==> config.mk <==
export PLATFORM = sky130hd
export DESIGN_NAME = fb_arbiter
export DESIGN_NICKNAME = d
export VERILOG_FILES = /design/src/rtl/fb_arbiter.sv
export SDC_FILE = /design/constraint.sdc
export NUM_CORES = 1
export LEC_CHECK = 0
export BUFFER_PORTS_ARGS = -buffer_cell sky130_fd_sc_hd__buf_2
export CELL_PAD_IN_SITES_DETAIL_PLACEMENT = 0
export CELL_PAD_IN_SITES_GLOBAL_PLACEMENT = 1
export CORE_MARGIN = 3
export CORE_UTILIZATION = 55
export CTS_BUF_LIST = sky130_fd_sc_hd__clkbuf_4 sky130_fd_sc_hd__clkbuf_8
export CTS_CLUSTER_DIAMETER = 60
export DETAILED_ROUTE_END_ITERATION = 6
export GPL_TIMING_DRIVEN = 1
export PLACE_DENSITY_LB_ADDON = 0.15
export SLEW_MARGIN = 15
export SYNTH_ARGS = -nofsm -noshare
export SYNTH_HDL_FRONTEND = slang
export SYNTH_SLANG_ARGS = --single-unit
export TNS_END_PERCENT = 20
==> constraint.sdc <==
create_clock -name clk -period 6.5 [get_ports clk]
set_clock_uncertainty 0.15 [all_clocks]
set_input_delay 0.325 -clock clk [delete_from_list [all_inputs] [get_ports clk]]
set_output_delay 0.325 -clock clk [all_outputs]
set_load 0.01 [all_outputs]
==> src/rtl/fb_arbiter.sv <==
// fb_arbiter: single-port frame-buffer arbiter; VGA reads win every cycle,
// camera writes wait in a small FIFO and drain into cycles the display leaves free.
module fb_arbiter #(
   parameter int ADDR_W     = 19,
   parameter int DATA_W     = 4,
   parameter int WQ_DEPTH   = 8,
   parameter int STARVE_LIM = 800
) (
   input  logic              clk,
   input  logic              reset_n,
   input  logic              frame_flush,
   input  logic              cam_wr_valid,
   output logic              cam_wr_ready,
   input  logic [ADDR_W-1:0] cam_wr_addr,
   input  logic [DATA_W-1:0] cam_wr_data,
   input  logic              vga_rd_req,
   input  logic [ADDR_W-1:0] vga_rd_addr,
   output logic              vga_rd_valid,
   output logic [DATA_W-1:0] vga_rd_data,
   output logic              mem_en,
   output logic              mem_we,
   output logic [ADDR_W-1:0] mem_addr,
   output logic [DATA_W-1:0] mem_wdata,
   input  logic [DATA_W-1:0] mem_rdata,
   output logic [15:0]       drop_cnt,
   output logic              starve
);
   localparam int PW = $clog2(WQ_DEPTH);
   localparam int CW = PW + 1;
   localparam int SW = $clog2(STARVE_LIM + 1);

   typedef enum logic [1:0] {IDLE, READ, WRITE} grant_t;

   grant_t            grant;
   logic [ADDR_W-1:0] q_addr [WQ_DEPTH];
   logic [DATA_W-1:0] q_data [WQ_DEPTH];
   logic [PW-1:0]     wr_ptr, rd_ptr;
   logic [CW-1:0]     count;
   logic [SW-1:0]     starve_cnt;
   logic              rd_pend, empty, push, pop;

   // ready comes from registered occupancy only, so a same-cycle pop never frees a full slot
   assign empty        = count == '0;
   assign cam_wr_ready = count != CW'(WQ_DEPTH);
   assign push         = cam_wr_valid && cam_wr_ready && !frame_flush;
   assign pop          = grant == WRITE;
   assign starve       = starve_cnt >= SW'(STARVE_LIM);
   assign vga_rd_valid = rd_pend;
   assign vga_rd_data  = rd_pend ? mem_rdata : '0;

   always_comb begin
      grant     = vga_rd_req ? READ : (!empty && !frame_flush) ? WRITE : IDLE;
      mem_en    = grant != IDLE;
      mem_we    = grant == WRITE;
      mem_addr  = grant == READ ? vga_rd_addr : grant == WRITE ? q_addr[rd_ptr] : '0;
      mem_wdata = grant == WRITE ? q_data[rd_ptr] : '0;
   end

   always_ff @(posedge clk)
      if (push) begin
         q_addr[wr_ptr] <= cam_wr_addr;
         q_data[wr_ptr] <= cam_wr_data;
      end

   always_ff @(posedge clk or negedge reset_n)
      if (!reset_n) begin
         wr_ptr     <= '0;
         rd_ptr     <= '0;
         count      <= '0;
         starve_cnt <= '0;
         rd_pend    <= 1'b0;
         drop_cnt   <= '0;
      end else begin
         rd_pend <= grant == READ;
         if (cam_wr_valid && !cam_wr_ready && drop_cnt != '1)
            drop_cnt <= drop_cnt + 16'd1;
         if (frame_flush) begin
            wr_ptr     <= '0;
            rd_ptr     <= '0;
            count      <= '0;
            starve_cnt <= '0;
         end else begin
            wr_ptr     <= wr_ptr + PW'(push);
            rd_ptr     <= rd_ptr + PW'(pop);
            count      <= count + CW'(push) - CW'(pop);
            starve_cnt <= (empty || pop) ? '0 : (vga_rd_req && !starve) ? starve_cnt + SW'(1) : starve_cnt;
         end
      end
endmodule

* After elaboration in Yosys (flattened, before gate mapping) *
Memories as Yosys holds them, arrays and structs flattened.
Cells that the tools add are included.

storage, ports and cells
  bits in writable memories = 184
  flip-flop bits (word level) = 37
  input port bits = 51
  output and inout port bits = 48
  word-level logic and storage cells = 47
  memories = 2

memories
  memory  depth  width  rd ports  clocked after Yosys merged registers in  wr ports  RTL line  text
  q_addr  8      19     1         0                                        1         35        logic [ADDR_W-1:0] q_addr [WQ_DEPTH];
  q_data  8      4      1         0                                        1         36        logic [DATA_W-1:0] q_data [WQ_DEPTH];

operators by class
  order comparisons = 1
  reduce and logical (&&, ||, !) cells = 14
  equality and inequality tests = 4
  add/subtract/negate cells = 6
  mux-type cells = 14

operators by type and width
  kind                   number
  $mux 19                2
  $mux 10                3
  $add 16x1->16 const B  1
  $ne 16x16->1 const B   1
  $mux 4                 3
  $add 10x1->10 const B  1
  $ge 10x10->1 const B   1
  $add 3x1->3            2
  $logic_and 1x1->1      6
  $mux 3                 2
  $add 4x1->4            1
  $logic_not 1->1        4
  $logic_not 4->1        1
  $mux 2                 2
  $ne 4x4->1 const B     1
  $sub 4x1->4            1
  $reduce_bool 3->1      1
  $eq 2x1->1 const B     1
  $eq 2x2->1 const B     1
  $mux 1                 2
  $reduce_bool 2->1      1
  $logic_or 1x1->1       1

* Depth between registers and ports, before layout *
Gate-level depths: netlist of run 1.

  depth in word-level cells = 9
  depth in mapped cells = 13
  depth with buffers taken out = 12

* Least setup slack after synthesis of run 1 *
No wires, ideal clock.

  path type = flip-flop to flip-flop
  start = reg count[2]
  end = mem q_addr[0][0] (enable)
  library setup time = 432 ps
  buffers on the path = 0
  data required time = 5918 ps
  cell stages (with the launch flop) = 6
  arrival time = 2574 ps
  path slack = 3344 ps
  clock period less this slack = 3156 ps
  path through = dfrtp_1 > inv_1 > ha_1 > a21oi_1 > nand2b_1 > nor3_1

between the ends
  cells in the longest elaborated chain, start to end = 5

ends and longest elaborated chain
  item                            RTL line  text
  from (decl)                     38        logic [CW-1:0] count;
  from (signal assigned)          85        count <= count + CW'(push) - CW'(pop);
  $ne 4x4->1                      44        assign cam_wr_ready = count != CW'(WQ_DEPTH);
  $logic_and 1x1->1 (2 in a row)  45        assign push = cam_wr_valid && cam_wr_ready && !frame_flush;
  $mux 1                          60        if (push) begin
  $mux 1 (not written as such)    61        q_addr[wr_ptr] <= cam_wr_addr;
  to (decl)                       35

No other way between the ends.

* Worst setup path after layout of run 1 *
  start = reg count[0]
  end = reg count[2]

between the ends
  cells in the longest elaborated chain, start to end = 8
  elaborated cells between the ends (all ways) = 12

ends and longest elaborated chain
  item                                                 RTL line  text
  branches (longest 6 deep; another with $add 4x1->4)  n/a
  $sub 4x1->4 *                                        85
  $mux 4 *                                             77        if (frame_flush) begin

Mark *: on every way between the ends.
A chain may end at the register's enable or synchronous reset.

==> results.md, run 1 <==
- Postcts setup bufs: 0
- Die Area: ~18,000 um^2
- Remaining global-route overflow: 0
- Vias in the first global route: approximately 5,300
- Final setup viols: 0
- Slew HR: a little under a third
- Final instance area: approximately 11,000 um^2
- CP Capture Type: flop
- #FFs+latches synth: 221
- CTS Buf Count: 37
- Switching Power: between 0.7 and 0.8 mW
- Cell Area, Synth: approximately 9000 um^2
- GP Congestion: 0.759
- Fmax: about 310 MHz
- Later-pin clock latency in the skew report: ~510 ps
- Setup crit start kind: flop
- Via Count: 4,925
- Root Buffer: clkbuf_8
- Non-filler cells, final: around 900
- Top post-synthesis cells by area: edfxtp_1 (61%), mux4_2 (11%), dfrtp_1 (10%)
- FFs w/ async S/R, synth: 16.7%
- Nets@finish: around 700
- DR iter-0 viols: between 300 and 400
- Slew Viols, Final: 0
- Outcome: finished clean
- Top_reg_cell synth: edfxtp_1
- Most frequent cells in the layout: edfxtp_1 (184), buf_2 (98), mux4_2 (46)
- PD cells: just under 300 nW/um^2
- Critical Path Fanout Max: 24
- Buffers on Ports: between 90 and 100
- Worst reg2reg setup slack: 3240 ps
- Post-synthesis instance total: 505
- Post-Synth XOR/XNOR Area: under 10%
- Sequential-to-total area share from yosys stat: a little under three quarters
- Post-DP HPWL: 10,300 um
- Switching Share: about a quarter
- Number of max-cap violations: 0
- Core Region: ~16,000 um^2
- Cell variety after synth: between 40 and 50
- Die W: about 130 um
- Pleak: about 4 nW
- CTS tree: done
- Slew @ Worst Pin: slightly above 1000 ps
- N_diodes: 0
- # IOs: 99
- Gr usage total: 20.7%
- Final min period: between 3000 and 4000 ps
- Placement Cell Area: 9790 um^2
- TritonCTS Sinks: between 200 and 250
- Layout Area Growth over Synthesis: 18.8%
- P_int: ~2.4 mW
- RSZ-0062 raised after global routing: no
- Post-CTS Resized: 0
- Initial Utilization: roughly 56%
- Combinational power share: 12.2%
- Syn_area_per_cell: 17.9 um^2
- Filler instances: 1,162
- Row cnt: 46
- WL/cell: slightly below 20 um
- Post-layout util: around 67%
- Yosys top cell area share: ~60%
- Clock slew at reported path FFs: 50 ps
- Worst VDD drop: approximately 0.19 mV
- H-tree Lvls: 2
- 1st-pass router iterations: 5
- Post-synthesis simple-gate area fraction: 6.48%
- Sequential share of power: 52.0%
- Largest net degree at the start of global routing: 48
- Mapped Nets: between 500 and 600
- Vias/cell: about 5.5
- PnR worst setup slack: 3240 ps
- Setup TNS: 0 ps
- Setup CP Type: reg -> reg
- Compound-gate portion of the synthesized area: under 10%
- Hold violation total from the final report: 0
- Most common cell after layout, fill and taps aside: edfxtp_1
- Die Y-Extent: ~130 um
- Dominant combinational cell family by area after synthesis: multiplexers
- Global-route wire length before repair: 28,500 um
- Mux cell area share after synthesis: approximately 14%
- Pre-CTS WS: 3180 ps
- Max clock buf depth: 3
- Initial antenna violation count: 0
- Synth Area in Adders: around 2.0%
- Drt total wl: between 15,000 and 20,000 um
- Residual DRC count: 0
- CP Data Arrival Time: ~3500 ps
- Synth Warn #: 0
- Clock Power Share: a little over a third
- Post-route ant nets: 0
- Post-synth top area cell: edfxtp_1
- Critical path data required time: between 6000 and 7000 ps
- HP Class: in -> reg
- Layout cells sized above 1: approximately 34%
- Post-synth EDFFs: approximately 180
- Period utilization: about half
- Hold-fix buffers at CTS: 25
- Cell count after placement: roughly 810
==> power groups by stage <==
stage	Clock, mW	Sequential, mW	Combinational [mW]
2_1_floorplan	0	1.65	0.265
3_3_place_gp	0	1.67	0.368
3_5_place_dp	0	1.68	0.379
4_1_cts	1.17	1.65	0.393
5_1_grt	1.24	1.65	0.432
6_report	1.14	1.65	0.387
==> synth_stat cells (2+ instances only) <==
library cell and count:
edfxtp_1 184, mux4_2 46, dfrtp_1 37, nand2_1 31
nor2_1 31, mux2i_1 24, o21ai_0 21, ha_1 13
nor3_1 12, xor2_1 12, xnor2_1 11, clkbuf_1 9
inv_1 9, buf_2 8, nor2b_1 8, nand3_1 6
nand2b_1 5, and2_1 4, buf_4 4, nand4_1 4
a21oi_1 3, a31oi_1 2, nor4_1 2
==> per-stage QoR <==
step / power, mW / hold WS, ps
3_5_place_dp: 2.05 / 332
4_1_cts: 3.21 / 16.7
2_1_floorplan: 1.91 / -121
5_1_grt: 3.33 / 28.9
3_3_place_gp: 2.04 / 314
6_report: 3.17 / 47.8
==> critical path, stage by stage (launching register included) <==
cell,delay [ps]
dfrtp_1,400
nor2_1,260
a21oi_1,160
nand2b_1,750
inv_1,230
ha_1,350
inv_1,40
ha_1,200
fa_1,380
xnor2_1,180
nor2_1,60
==> state kept, by name (all words and copies together) (netlist names) <==
register and cells:
count 4, drop_cnt 16, q_addr 152, q_data 32
rd_ptr 3, starve_cnt 10, vga_rd_valid 1, wr_ptr 3
==> logic make-up (layout without fill, tap and decap cells) <==
group / Yosys count / in the layout
xor gates and xnor gates: 23 / 23
buffers and inverters: 30 / 204
muxes: 72 / 72
adders and majority gates: 14 / 14
and+or+nand+nor: 114 / 114
AOI/OAI and AO/OA: 31 / 31
DFF: 221 / 221
==> path summary, 6_finish.rpt <==
| check | to | start | depth (start not counted) |
|---|---|---|---|
| setup / recovery | count[2] | count[0] | 10 |
| min in group asynchronous | drop_cnt[11] | reset_n | 2 |
| hold reg to reg | drop_cnt[7] | drop_cnt[7] | 1 |
| hold / removal | drop_cnt[2] | cam_wr_valid | 3 |
| max in group asynchronous | rd_ptr[1] | reset_n | 2 |
| setup reg to reg | count[2] | count[0] | 10 |
==> layout make-up <==
type	instances	area [um^2]	share of cell area [%]
Timing Repair Buffer	133	816	7.61
Clock inverter	11	50.0	0.467
Multi-Input combinational cell	254	2470	23.0
Inverter	9	33.8	0.315
Tap cell	216	270	2.52
Sequential cell	221	6450	60.2
Clock buffer	51	633	5.90
==> metal layers <==
layer  vias up  part of all wire, %  global-route usage [%]
met3        30                  4.5                    3.86
li1       2264                    -                       -
met2       126                   49                    34.2
met4         0                  2.0                    6.96
met1      2505                   45                    28.4
met5         -                    0                       0
(Power assumes the default switching activity.)
==> run 2, diff against run 1 <==
--- a/config.mk
+++ b/config.mk
@@ -5,11 +5,12 @@
 export SDC_FILE = /design/constraint.sdc
 export NUM_CORES = 1
 export LEC_CHECK = 0
+export ABC_AREA = 1
 export BUFFER_PORTS_ARGS = -buffer_cell sky130_fd_sc_hd__buf_2
 export CELL_PAD_IN_SITES_DETAIL_PLACEMENT = 0
 export CELL_PAD_IN_SITES_GLOBAL_PLACEMENT = 1
 export CORE_MARGIN = 3
-export CORE_UTILIZATION = 55
+export CORE_UTILIZATION = 48
 export CTS_BUF_LIST = sky130_fd_sc_hd__clkbuf_4 sky130_fd_sc_hd__clkbuf_8
 export CTS_CLUSTER_DIAMETER = 60
 export DETAILED_ROUTE_END_ITERATION = 6
==> constraint.sdc (replaced) <==
create_clock -name clk -period 3.35 [get_ports clk]
set_clock_uncertainty 0.15 [all_clocks]
set_input_delay 0.1675 -clock clk [delete_from_list [all_inputs] [get_ports clk]]
set_output_delay 0.1675 -clock clk [all_outputs]
set_load 0.01 [all_outputs]
==> run 2 against run 1 <==
Hold slack better by 97 ps. Core utilization decreased by 8.5 points. Setup slack worse by 2600 ps. Largest cell class unchanged.
==> results.md, run 2 <==
- Outcome: finished clean
- Nets@finish: between 1,000 and 1,500
- Cell variety after synth: 26
- Global-route wire length before repair: between 30,000 and 40,000 um
- RSZ-0062 raised after global routing: no
- Post-synth top area cell: edfxtp_1
- Via Count: 6,946
- Worst r2r src: count[2]
- Filler instances: 1,742
- Cell Area, Synth: between 9000 and 10,000 um^2
- Row cnt: 51
- CP Capture Type: output pin
- Clock slew at reported path FFs: ~60 ps
- Post-route ant nets: 0
- Residual DRC count: 0
- Syn_area_per_cell: 10.3 um^2
- Pleak: ~4.6 nW
- PD cells: 586 nW/um^2
- Largest net degree at the start of global routing: 94
- H-tree Lvls: 2
- Slew HR: 41.2%
- Vias in the first global route: 6,799
- TritonCTS Sinks: between 200 and 250
- Period utilization: between 70 and 80%
- CP most frequent cell: nand2_1
- Setup TNS: 0 ps
- Die Area: roughly 22,000 um^2
- Final setup viols: 0
- # IOs: roughly 100
- Layout Area Growth over Synthesis: 18.9%
- Critical Path Fanout Max: 32
- Final min period: ~2700 ps
- Mapped Nets: 1,008
- Buffers on Ports: between 90 and 100
- Mux cell area share after synthesis: 0%
- Post-layout util: between 50% and 60%
- Sequential-to-total area share from yosys stat: ~67%
- Worst hold margin: approximately 140 ps
- Power consumption: just under 7 mW
- Synth Area in Adders: 1.89%
- Final instance area: roughly 11,000 um^2
- Root Buffer: clkbuf_8
- Slew @ Worst Pin: 883 ps
- Initial antenna violation count: 0
- Reg2Reg Depth: 12
- Top_reg_cell synth: edfxtp_1
- Remaining global-route overflow: 0
- Most common cell after layout, fill and taps aside: nand2_1
- Postcts setup bufs: 0
- Worst reg2reg setup slack: between 700 and 800 ps
- Synth Warn #: 0
- CP max stage delay: 510 ps
- Setup crit start kind: flop
- Largest registers: q_addr: 152 flops, q_data: 32 flops, drop_cnt: 16 flops
- GP Congestion: 0.827
- HP Class: in -> async
- Critical path data required time: just over 3000 ps
- WL/cell: 15.8 um
- Multi-input gate area: ~2900 um^2
- Worst path cell trace: inv_2 -> buf_4 -> nand3_1 -> nand2_1 -> nand2_1 -> nand2_1 -> o21ai_0 -> buf_2
- CP Data Arrival Time: roughly 2400 ps
- Post-synthesis simple-gate area fraction: 22.3%
- Die W: 148 um
- Top post-synthesis cells by area: edfxtp_1 (57%), nand2_1 (13%), dfrtp_1 (9.6%)
- Slew Viols, Final: 0
- Register area: ~6500 um^2
- Post-DP HPWL: approximately 13,000 um
- #FFs+latches synth: 221
- Worst VDD drop: between 0.3 and 0.4 mV
- Max clock buf depth: 3
- Worst reg2reg endpoint: count[2]
- Hold violation total from the final report: 0
- Placement Cell Area: 10,500 um^2
- Max FFs per register: between 150 and 200
- Post-synthesis instance total: between 900 and 1,000
- Synth cell count leaders: nand2_1 (342), edfxtp_1 (184), nand3_1 (104)
- Core Region: around 20,000 um^2
- Fmax: 374 MHz
- Largest Register: q_addr
- Dominant combinational cell family by area after synthesis: simple AND/OR/NAND/NOR gates
- Post-synth EDFFs: roughly 180
- Yosys top cell area share: between 50% and 60%
- FFs w/ async S/R, synth: between 15 and 20%
- Die Y-Extent: about 150 um
- Later-pin clock latency in the skew report: 510 ps
- Initial Utilization: approximately 49%
- Drt total wl: 21,800 um
- Post-Synth XOR/XNOR Area: under 10%
- Most frequent cells in the layout: nand2_1 (342), edfxtp_1 (184), nand3_1 (104)
- Slowest-stage cell, CP: inv_2
- N_diodes: 0
- Number of max-cap violations: 0
- Layout cells sized above 1: 17.5%
- Gr usage total: roughly a fifth
- Compound-gate portion of the synthesized area: roughly 3.9%
- DR iter-0 viols: between 400 and 500
- CTS tree: done
- Count leader, synth: nand2_1
- Setup CP Type: reg -> out
- CTS Buf Count: 37
- 1st-pass router iterations: 5
- Vias/cell: around 5.0
[run 2: metrics by stage]
stage,setup WS (ps),cells
2_1_floorplan,609,943
3_3_place_gp,830,1284
3_5_place_dp,792,1284
4_1_cts,591,1378
5_1_grt,490,1378
6_report,674,1378
[run 2: timing repair]
action                                 4_1_cts  5_1_grt
endpoints found under the hold margin      232        0
hold buffers                                27        0
gates resized for setup                      0        0
[run 2: layout make-up]
type,count,share of cell area (%)
sequential,221,56.2
multi-input combinational,632,24.9
timing repair buffer,145,8.03
clock buffer,47,5.25
tap,265,2.88
inverter,48,1.59
clock inverter,20,1.22
[run 2: cells by family (layout without fill, tap and decap cells)]
logic type,Yosys count,in the layout
xor gates and xnor gates,14,14
adders and majority gates,14,14
AOI/OAI and AO/OA,73,73
and+or+nand+nor,531,531
buffers and inverters,90,260
DFF,221,221
[run 2: worst max-delay path by stage]
stage | start | end | slack [ps] | depth (start not counted)
finish | rd_ptr[1] | mem_addr[5] | 670 | 8
global route | rd_ptr[1] | mem_addr[6] | 490 | 8
CTS | rd_ptr[1] | mem_addr[5] | 590 | 8
detailed placement | count[2] | count[2] | 790 | 12
global placement | count[2] | count[2] | 830 | 12
floorplan | count[2] | q_addr[0][0] | 610 | 7
[run 2: routing by layer]
layer	part of all wire (%)	GRT usage [%]	vias to the layer above
li1	-	-	3445
met1	44	28.0	3264
met2	48	33.8	198
met3	6.3	3.65	39
met4	2.0	5.59	0
met5	0	0	-
[run 2: critical path, delay by kind of cell, from the launching register on]
family	cells	cell delay, ps
AO/OA/AOI/OAI	1	90
flip-flops	1	400
AND/OR/NAND/NOR	4	350
buffers and inverters	3	1010
[run 2: where the power goes]
part | switching (mW) | internal, mW | total (mW) | leakage, nW
logic | 0.783 | 0.416 | 1.20 | 2.06
registers | 0.0667 | 3.09 | 3.16 | 2.16
clock network | 1.04 | 1.34 | 2.38 | 0.393
